$ cat config.mk
export PLATFORM = sky130hd
export DESIGN_NAME = cnn_layer_accel_pe_pkt_arbiter
export DESIGN_NICKNAME = d
export VERILOG_FILES = /design/src/rtl/cnn_layer_accel_arb_pkg.sv /design/src/rtl/cnn_layer_accel_rr_picker.sv /design/src/rtl/cnn_layer_accel_pe_pkt_arbiter.sv
export SDC_FILE = /design/constraint.sdc
export NUM_CORES = 1
export LEC_CHECK = 0
export ABC_CLOCK_PERIOD_IN_PS = 7000
export BUFFER_PORTS_ARGS = -buffer_cell sky130_fd_sc_hd__buf_2
export CAP_MARGIN = 20
export CORE_AREA = 4 4 131 133
export CTS_CLUSTER_DIAMETER = 120
export DETAILED_ROUTE_END_ITERATION = 8
export DIE_AREA = 0 0 135 137
export GPL_TIMING_DRIVEN = 0
export SYNTH_ARGS = -nofsm -noshare
export SYNTH_HDL_FRONTEND = slang
export SYNTH_SLANG_ARGS = --single-unit
$ cat constraint.sdc
create_clock -name clk -period 7 [get_ports clk]
set_input_delay 0.35 -clock clk [delete_from_list [all_inputs] [get_ports clk]]
set_output_delay 0.35 -clock clk [all_outputs]
set_load 0.1 [all_outputs]
$ cat src/rtl/cnn_layer_accel_arb_pkg.sv
// Shared types and helpers for the PE packet arbiter and its round-robin picker.
package cnn_layer_accel_arb_pkg;

    typedef enum logic {
        ST_IDLE   = 1'b0,
        ST_LOCKED = 1'b1
    } arb_state_e;

    // Bit position of the LAST flag inside a flit of the given width.
    function automatic int LAST_BIT(input int width);
        return width - 1;
    endfunction

    // Ceiling log2, never below 1 so a source index always has at least one bit.
    function automatic int clog2_min1(input int n);
        int r;
        r = 0;
        for (int i = 0; i < 31; i++) begin
            if ((1 << i) < n) begin
                r = i + 1;
            end
        end
        return (r < 1) ? 1 : r;
    endfunction

endpackage

$ cat src/rtl/cnn_layer_accel_rr_picker.sv
// Combinational round-robin priority picker: the winner is the first requester
// found searching from ptr_i upward, wrapping modulo NUM_REQ. Indices at or
// above NUM_REQ are never produced.
module cnn_layer_accel_rr_picker #(
    parameter int NUM_REQ   = 4,
    parameter int IDX_WIDTH = 2
) (
    input  logic [NUM_REQ-1:0]   req_i,
    input  logic [IDX_WIDTH-1:0] ptr_i,
    output logic                 any_req_o,
    output logic [IDX_WIDTH-1:0] winner_o
);

    assign any_req_o = |req_i;

    // Pick the requester at the smallest circular distance from the pointer.
    always_comb begin
        int p;
        int d;
        int best;
        p        = int'(ptr_i);
        d        = 0;
        best     = NUM_REQ;
        winner_o = '0;
        for (int i = 0; i < NUM_REQ; i++) begin
            if (req_i[i]) begin
                d = (i >= p) ? (i - p) : (i + NUM_REQ - p);
                if (d < best) begin
                    best     = d;
                    winner_o = IDX_WIDTH'(i);
                end
            end
        end
    end

endmodule

$ cat src/rtl/cnn_layer_accel_pe_pkt_arbiter.sv
// Round-robin, packet-locked arbiter merging per-PE flit streams into one
// registered output channel. A grant is held from a packet's first flit to its
// LAST-flagged flit, so packets never interleave on the output.
//
//   state     | meaning
//   ----------+-----------------------------------------------------------
//   ST_IDLE   | no packet in flight; round-robin search picks the next PE
//   ST_LOCKED | owner_q is mid-packet; only its flits are accepted
module cnn_layer_accel_pe_pkt_arbiter
    import cnn_layer_accel_arb_pkg::*;
#(
    parameter int C_PACKET_WIDTH = 66,
    parameter int C_NUM_PE       = 4,
    localparam int C_SRC_WIDTH   = clog2_min1(C_NUM_PE)
) (
    input  logic                               clk,
    input  logic                               rst,
    input  logic [C_NUM_PE-1:0]                in_valid,
    output logic [C_NUM_PE-1:0]                in_accept,
    input  logic [C_PACKET_WIDTH*C_NUM_PE-1:0] in_data,
    output logic                               out_valid,
    input  logic                               out_accept,
    output logic [C_PACKET_WIDTH-1:0]          out_data,
    output logic [C_SRC_WIDTH-1:0]             out_src,
    output logic                               busy
);

    localparam int C_LAST = LAST_BIT(C_PACKET_WIDTH);

    arb_state_e                state_q, state_d;
    logic [C_SRC_WIDTH-1:0]    rr_ptr_q, rr_ptr_d;
    logic [C_SRC_WIDTH-1:0]    owner_q, owner_d;
    logic                      out_valid_q, out_valid_d;
    logic [C_PACKET_WIDTH-1:0] out_data_q, out_data_d;
    logic [C_SRC_WIDTH-1:0]    out_src_q, out_src_d;

    logic                      any_req;
    logic [C_SRC_WIDTH-1:0]    winner;
    logic                      slot_free;
    logic [C_SRC_WIDTH-1:0]    sel_src;
    logic                      owner_valid;
    logic                      sel_valid;
    logic [C_PACKET_WIDTH-1:0] sel_data;
    logic                      take;
    logic [C_SRC_WIDTH-1:0]    sel_src_inc;

    cnn_layer_accel_rr_picker #(
        .NUM_REQ   (C_NUM_PE),
        .IDX_WIDTH (C_SRC_WIDTH)
    ) u_picker (
        .req_i     (in_valid),
        .ptr_i     (rr_ptr_q),
        .any_req_o (any_req),
        .winner_o  (winner)
    );

    assign slot_free   = !out_valid_q || out_accept;
    assign sel_src     = (state_q == ST_LOCKED) ? owner_q : winner;
    assign sel_valid   = (state_q == ST_LOCKED) ? owner_valid : any_req;
    // Gated by rst so no PE sees a handshake while the arbiter is held in reset.
    assign take        = rst && sel_valid && slot_free;
    assign sel_src_inc = (sel_src == C_SRC_WIDTH'(C_NUM_PE - 1)) ? '0
                                                                 : sel_src + C_SRC_WIDTH'(1);

    // Steer the selected PE's valid and flit, and decode the one-hot accept.
    // in_data only feeds the output register, never in_accept.
    always_comb begin
        owner_valid = 1'b0;
        sel_data    = '0;
        in_accept   = '0;
        for (int i = 0; i < C_NUM_PE; i++) begin
            if (owner_q == C_SRC_WIDTH'(i)) begin
                owner_valid = in_valid[i];
            end
            if (sel_src == C_SRC_WIDTH'(i)) begin
                sel_data     = in_data[i*C_PACKET_WIDTH +: C_PACKET_WIDTH];
                in_accept[i] = take;
            end
        end
    end

    // Next-state logic for the FSM, round-robin pointer and output register.
    always_comb begin
        state_d     = state_q;
        rr_ptr_d    = rr_ptr_q;
        owner_d     = owner_q;
        out_valid_d = out_valid_q;
        out_data_d  = out_data_q;
        out_src_d   = out_src_q;
        if (take) begin
            out_valid_d = 1'b1;
            out_data_d  = sel_data;
            out_src_d   = sel_src;
            if (sel_data[C_LAST]) begin
                rr_ptr_d = sel_src_inc;
                state_d  = ST_IDLE;
            end else begin
                owner_d  = sel_src;
                state_d  = ST_LOCKED;
            end
        end else if (out_accept) begin
            out_valid_d = 1'b0;
        end
    end

    // State and output registers; reset drops any partial packet and output flit.
    always_ff @(posedge clk or negedge rst) begin
        if (!rst) begin
            state_q     <= ST_IDLE;
            rr_ptr_q    <= '0;
            owner_q     <= '0;
            out_valid_q <= 1'b0;
            out_data_q  <= '0;
            out_src_q   <= '0;
        end else begin
            state_q     <= state_d;
            rr_ptr_q    <= rr_ptr_d;
            owner_q     <= owner_d;
            out_valid_q <= out_valid_d;
            out_data_q  <= out_data_d;
            out_src_q   <= out_src_d;
        end
    end

    assign out_valid = out_valid_q;
    assign out_data  = out_data_q;
    assign out_src   = out_src_q;
    assign busy      = (state_q == ST_LOCKED);

endmodule
* After elaboration in Yosys (flattened, before gate mapping)
Cells that the tools add are included.
** Operators by class
- Add/subtract/negate cells :: 8
- Multipliers :: 0
- Divide/modulo/power cells :: 0
- $lt $le $gt $ge :: 7
- Eq/ne operators :: 6
- Shift-type cells :: 0
- Muxes and demuxes :: 33
- Bitwise gates (word level) :: 1
- Reductions and logical operators :: 10
** Operators by type and width (count)
- 32-bit two-way mux :: 9
- 66-bit two-way mux :: 4
- 32-bit < comparator :: 3
- 32-bit by 4-bit < comparator with 1-bit output (second input constant) :: 1
- 2-bit two-way mux :: 7
- 1-bit two-way mux :: 13
- 3-bit by 2-bit subtractor with 4-bit output (first input constant) :: 3
- 2-bit equality test (second input constant) :: 4
- 1-bit by 2-bit subtractor with 3-bit output (first input constant) :: 2
- 2-bit by 2-bit subtractor with 3-bit output (first input constant) :: 2
- 2-bit by 1-bit equality test with 1-bit output (second input constant) :: 2
- 1-bit by 2-bit greater-or-equal comparator with 1-bit output (first input constant) :: 2
- 2-bit logical NOT :: 2
- 2-bit AND reduction :: 2
- 4-bit OR reduction :: 1
- 2-bit by 1-bit adder with 2-bit output (second input constant) :: 1
- 2-bit greater-or-equal comparator (first input constant) :: 1
- 1-bit logical AND :: 2
- 2-bit nonzero test :: 1
- 1-bit logical NOT :: 1
- 1-bit logical OR :: 1
- 1-bit inverter :: 1
** Word-level totals
- Flip-flop bits (word level) :: 74
- Latch bits :: 0
- Bits in writable memories :: 0
- ROM bits :: 0
- Bits of input ports :: 271
- Output and inout port bits :: 74
- Word-level logic and storage cells :: 71
- Memories :: 0

* Logic depth before layout (Yosys ltp)
- Depth in word-level cells :: 22
- Mapped depth :: 29
- Mapped depth without buffers :: 27

* Modules after synthesis
Synthesis repeated with hierarchy kept, for this count alone.
** Unflattened totals
- Cell total of the unflattened synthesis :: 626
- Area total of the unflattened synthesis :: 5084.9 um^2
** Modules (own cells, without submodules)
- cnn_layer_accel_pe_pkt_arbiter :: times used 1, cells an instance 573, area each 4679.5 um^2, seq. area each 1851.8 um^2
- cnn_layer_accel_rr_picker :: times used 1, cells an instance 53, area each 405.4 um^2, seq. area each 0.0 um^2

* Least setup slack after synthesis
OpenSTA, ideal clock, no wires.
- Path kind :: flip-flop to output port
- From :: register rr_ptr_q[1]
- To :: output in_accept[1]
- Arrival time :: 5.227 ns
- Data required time :: 6.650 ns
- Setup slack :: 1.423 ns
- Cell stages (with the launch flop) :: 26
- Path buffers :: 3
- Cells stage by stage :: dfrtp_1 > inv_1 > ha_1 > and2_2 > ha_1 > nor2b_1 > nand2_1 > a2bb2oi_1 > mux2i_1 > ha_1 > inv_1 > a31oi_1 > o21ai_0 > nor2_1 > a21oi_1 > ha_1 > nor2_1 > or3_2 > a31oi_1 > o21ai_1 > inv_1 > ha_1 > clkbuf_1 > clkbuf_1 > clkbuf_1 > and2_1
** Between the ends
- Word-level cells in the longest chain between the ends :: 17
- Elaborated cells on any way between the ends :: 32
- Classes of those cells :: 7 x add/sub; 7 x order compare; 1 x eq/ne; 17 x mux
** RTL lines
- from (decl) :: RTL line cnn_layer_accel_pe_pkt_arbiter.sv:31 : logic [C_SRC_WIDTH-1:0] rr_ptr_q, rr_ptr_d;
- from (signal assigned) :: RTL line cnn_layer_accel_pe_pkt_arbiter.sv:117 : rr_ptr_q <= rr_ptr_d;
- 3-bit by 2-bit subtractor with 4-bit output (tied with other cells) :: RTL line cnn_layer_accel_rr_picker.sv:27 : d = (i >= p) ? (i - p) : (i + NUM_REQ - p);
- 32-bit two-way mux :: RTL line cnn_layer_accel_rr_picker.sv:27
- 32-bit by 4-bit < comparator with 1-bit output :: RTL line cnn_layer_accel_rr_picker.sv:28 : if (d < best) begin
- 32-bit two-way mux :: RTL line cnn_layer_accel_rr_picker.sv:28
- 32-bit two-way mux :: RTL line cnn_layer_accel_rr_picker.sv:26 : if (req_i[i]) begin
- 32-bit < comparator :: RTL line cnn_layer_accel_rr_picker.sv:28
- 32-bit two-way mux :: RTL line cnn_layer_accel_rr_picker.sv:28
- 32-bit two-way mux :: RTL line cnn_layer_accel_rr_picker.sv:26
- (+2 left out)
- 32-bit two-way mux :: RTL line cnn_layer_accel_rr_picker.sv:26
- 32-bit < comparator :: RTL line cnn_layer_accel_rr_picker.sv:28
- 2-bit two-way mux :: RTL line cnn_layer_accel_rr_picker.sv:28
- 2-bit two-way mux (*) :: RTL line cnn_layer_accel_rr_picker.sv:26
- 2-bit two-way mux (*) :: RTL line cnn_layer_accel_pe_pkt_arbiter.sv:58 : assign sel_src = (state_q == ST_LOCKED) ? owner_q : winner;
- via sel_src[1] :: RTL line cnn_layer_accel_pe_pkt_arbiter.sv:40 : logic [C_SRC_WIDTH-1:0] sel_src;
- 2-bit by 1-bit equality test with 1-bit output (*) :: RTL line cnn_layer_accel_pe_pkt_arbiter.sv:75 : if (sel_src == C_SRC_WIDTH'(i)) begin
- 1-bit two-way mux (*) :: RTL line cnn_layer_accel_pe_pkt_arbiter.sv:75
- to (decl) :: RTL line cnn_layer_accel_pe_pkt_arbiter.sv:19 : output logic [C_NUM_PE-1:0] in_accept,
Mark *: on every way through the listed nets, which the timed path passes. The rest lies on a longest branch.

* Worst setup path in the final report
Ends and elaborated chain as after synthesis.

==> results by group <==
Route
  • DR iter-0 viols: 306
  • Metal2 WL: roughly 11,000 um
  • Router iterations before antenna repair: 6
  • Mean number of vias per cell: around 5.0
  • Uppermost routed layer: met5
  • ANT nets after route: 0
  • WL final: roughly 22,000 um
  • Vias: ~6,000
  • DRC errors left: 0
  • Routed wl met3: roughly 1600 um
  • Routed len/inst: approximately 19 um
  • Met1 Wirelength: between 8000 and 9000 um

Clocking
  • Root Driver: clkbuf_16
  • Number of buffers created by CTS: 9
  • Clock sink count: 74
  • Worst-path clk slew: roughly 0.070 ns
  • Htree depth: 3
  • Clock tree buffer depth: 2
  • CTS tree: yes
  • Clk Latency, worst-skew pair: roughly 0.34 ns
  • # Post-CTS Setup Buffers: 0

Run
  • Max-Cap Viols: 0

Logic synthesis
  • Top FF cell, synth: dfrtp_1
  • Mean Syn Cell Area: around 8 sq um
  • FFs w/ async S/R, synth: 1.00
  • Sequential share of the synthesized area: 0.376
  • Largest cells by area after synthesis: dfrtp_1 (38%), a21oi_1 (14%), a221oi_1 (12%)
  • Number of enable flip-flop cells after synthesis: 0
  • Top-count cell post-synth: a21oi_1
  • Cell variety after synth: 37
  • Area leader, netlist: dfrtp_1
  • Synth top area share: 0.376
  • Syn nets: approximately 900
  • Post-synthesis cell count: 613
  • Syn. warnings: 0
  • Synth Cell Area: approximately 5000 sq um
  • Top cells by count, synth: a21oi_1 (136), dfrtp_1 (74), nor2_1 (70)
  • #FFs+latches synth: 74

Worst setup path
  • Critical-path top delay cell: dfrtp_1
  • Crit Path Class: flip-flop to output pin
  • Most frequent CP cell: ha_1
  • End of the critical path: in_accept[1]
  • R2R cell count: 29
  • Max incr delay on CP: a little over 0.5 ns
  • CP Data Required Time: 6.65 ns
  • Worst Setup End Kind: output pin
  • R2R Path End: out_data[58]
  • Worst EP arrival: 6.02 ns
  • CP Launch Type: flip-flop
  • Reg2reg start: rr_ptr_q[1]
  • Crit. Startpoint: rr_ptr_q[1]
  • Max Fanout on Critical Path: 10
  • Critical path depth: 26
  • Delay-heaviest family, CP: buffers and inverters
  • FF-to-FF setup slack: 0.75 ns
  • Worst path bufs/invs: 7

Timing
  • Final min period: 6.37 ns
  • RSZ-0062 raised after global routing: false
  • Slew HR: 0.517
  • Setup ws final: ~0.63 ns
  • Slew Limit Fails: 0
  • Final setup TNS: 0 ns
  • Highest Clock Rate: between 150 and 200 MHz
  • Hold Fails Final Rpt: 0
  • Fin crit share: 0.909
  • Worst Skew: about 0.0090 ns
  • Slew @ Worst Pin: 0.725 ns
  • Setup violators final: 0

Place
  • RePlAce Congestion: 0.834
  • # port buffers: around 340
  • Final HPWL DP: 17,600 um
  • Placement Cell Area: ~6900 sq um
  • DP Worst Slack: 0.414 ns

Finish
  • Final core occ: 0.461
  • Filler cell count: between 1,500 and 2,000
  • Finished Cell Area: roughly 7300 sq um
  • Synthesis-to-finish area growth: 48.0%
  • Fin nets: around 1,300
  • Share of cells above drive strength 1: 0.390
  • Multi-input logic area: 2810 sq um
  • Seq. cell area: 1850 sq um

Global routing
  • Pin count of the biggest net entering global routing: 40
  • Gr usage total: 0.227
  • First-pass GRT wire length: 32,600 um
  • Initial antenna violation count: 3
  • Vias in the first global route: about 6,100
  • Total gr overflow: 0

Floorplanning
  • Die W: ~140 um
  • DIE AREA: ~18,000 sq um
  • Row count: between 40 and 50
  • Die Y: between 100 and 150 um
  • Initial Util: 0.311
  • IO Pins: 345
  • Core area: roughly 16,000 sq um

Status
  • Outcome: complete, no violations

Min path
  • Hold Path Class: input port to flip-flop
==> worst min-delay path by stage <==
stage	from	endpoint	slack [ns]	depth (start not counted)
2_1_floorplan	rst	busy	0.05	0
6_report	out_accept	out_valid	0.21	2
3_3_place_gp	out_data[65]	out_data[65]	0.47	1
4_1_cts	out_accept	out_valid	0.19	2
3_5_place_dp	rst	out_data[58]	0.36	1
5_1_grt	out_accept	out_valid	0.23	2
==> layout make-up <==
class / count / area share
clock inverter: 6 / 0.0124
multi-input combinational: 469 / 0.386
antenna: 3 / 0.00103
sequential: 74 / 0.254
buffer: 58 / 0.0309
clock buffer: 10 / 0.0328
timing repair buffer: 346 / 0.241
inverter: 11 / 0.00566
tap: 216 / 0.0371
==> metal layers <==
metal / up-vias / GRT usage
met5: - / 0
met4: 2 / 0.0638
met3: 25 / 0.0485
met2: 241 / 0.417
met1: 2762 / 0.265
li1: 2958 / -
==> placed cells by master, fill, tap and decap left out, types with 2 or more instances in the layout <==
master / n
dfrtp_1: 74
bufinv_16: 2
o21ai_0: 4
clkbuf_1: 49
nand2_1: 8
o21ai_1: 2
a31oi_1: 2
mux2i_1: 2
a21oi_1: 136
nor2b_1: 69
ha_1: 14
a221oi_1: 65
clkbuf_16: 9
buf_1: 3
nor2_1: 70
nor4_1: 2
inv_1: 10
diode_2: 3
nand3b_1: 2
buf_2: 343
and2_1: 5
nor3_1: 66
o21a_1: 2
clkinv_4: 2
mux2_2: 4
clkbuf_2: 6
==> flip-flops by register name, summed over array words and instances (netlist names) <==
signal     count
owner_q        2
out_valid      1
out_data      66
out_src        2
busy           1
rr_ptr_q       2
==> kinds of logic after synthesis <==
logic type / count (synthesis) / share of synthesized area
buffers and inverters: 70 / 0.0533
adder cells (fa/ha/maj): 14 / 0.0356
multiplexers: 7 / 0.0178
AND/OR/NAND/NOR: 228 / 0.235
flip-flops: 74 / 0.376
AO/OA/AOI/OAI: 220 / 0.282
==> through the flow <==
| step | hold WS [ns] | std cells |
|---|---|---|
| finish | 0.207 | 1193 |
| global route | 0.231 | 1192 |
| CTS | 0.193 | 1191 |
| detailed placement | 0.360 | 1174 |
| global placement | 0.470 | 1173 |
| floorplan | 0.0544 | 613 |
==> what timing repair did <==
| item | in CTS | in global routing |
|---|---|---|
| hold endpoints to repair | 6 | 0 |
| hold buffers | 1 | 0 |
| resized for setup | 0 | 14 |
| endpoints found under the setup margin | 0 | 43 |
Power is left out: the tool's default activity adds up to more than one toggle a clock period on the data nets, which glitch-free logic cannot reach.
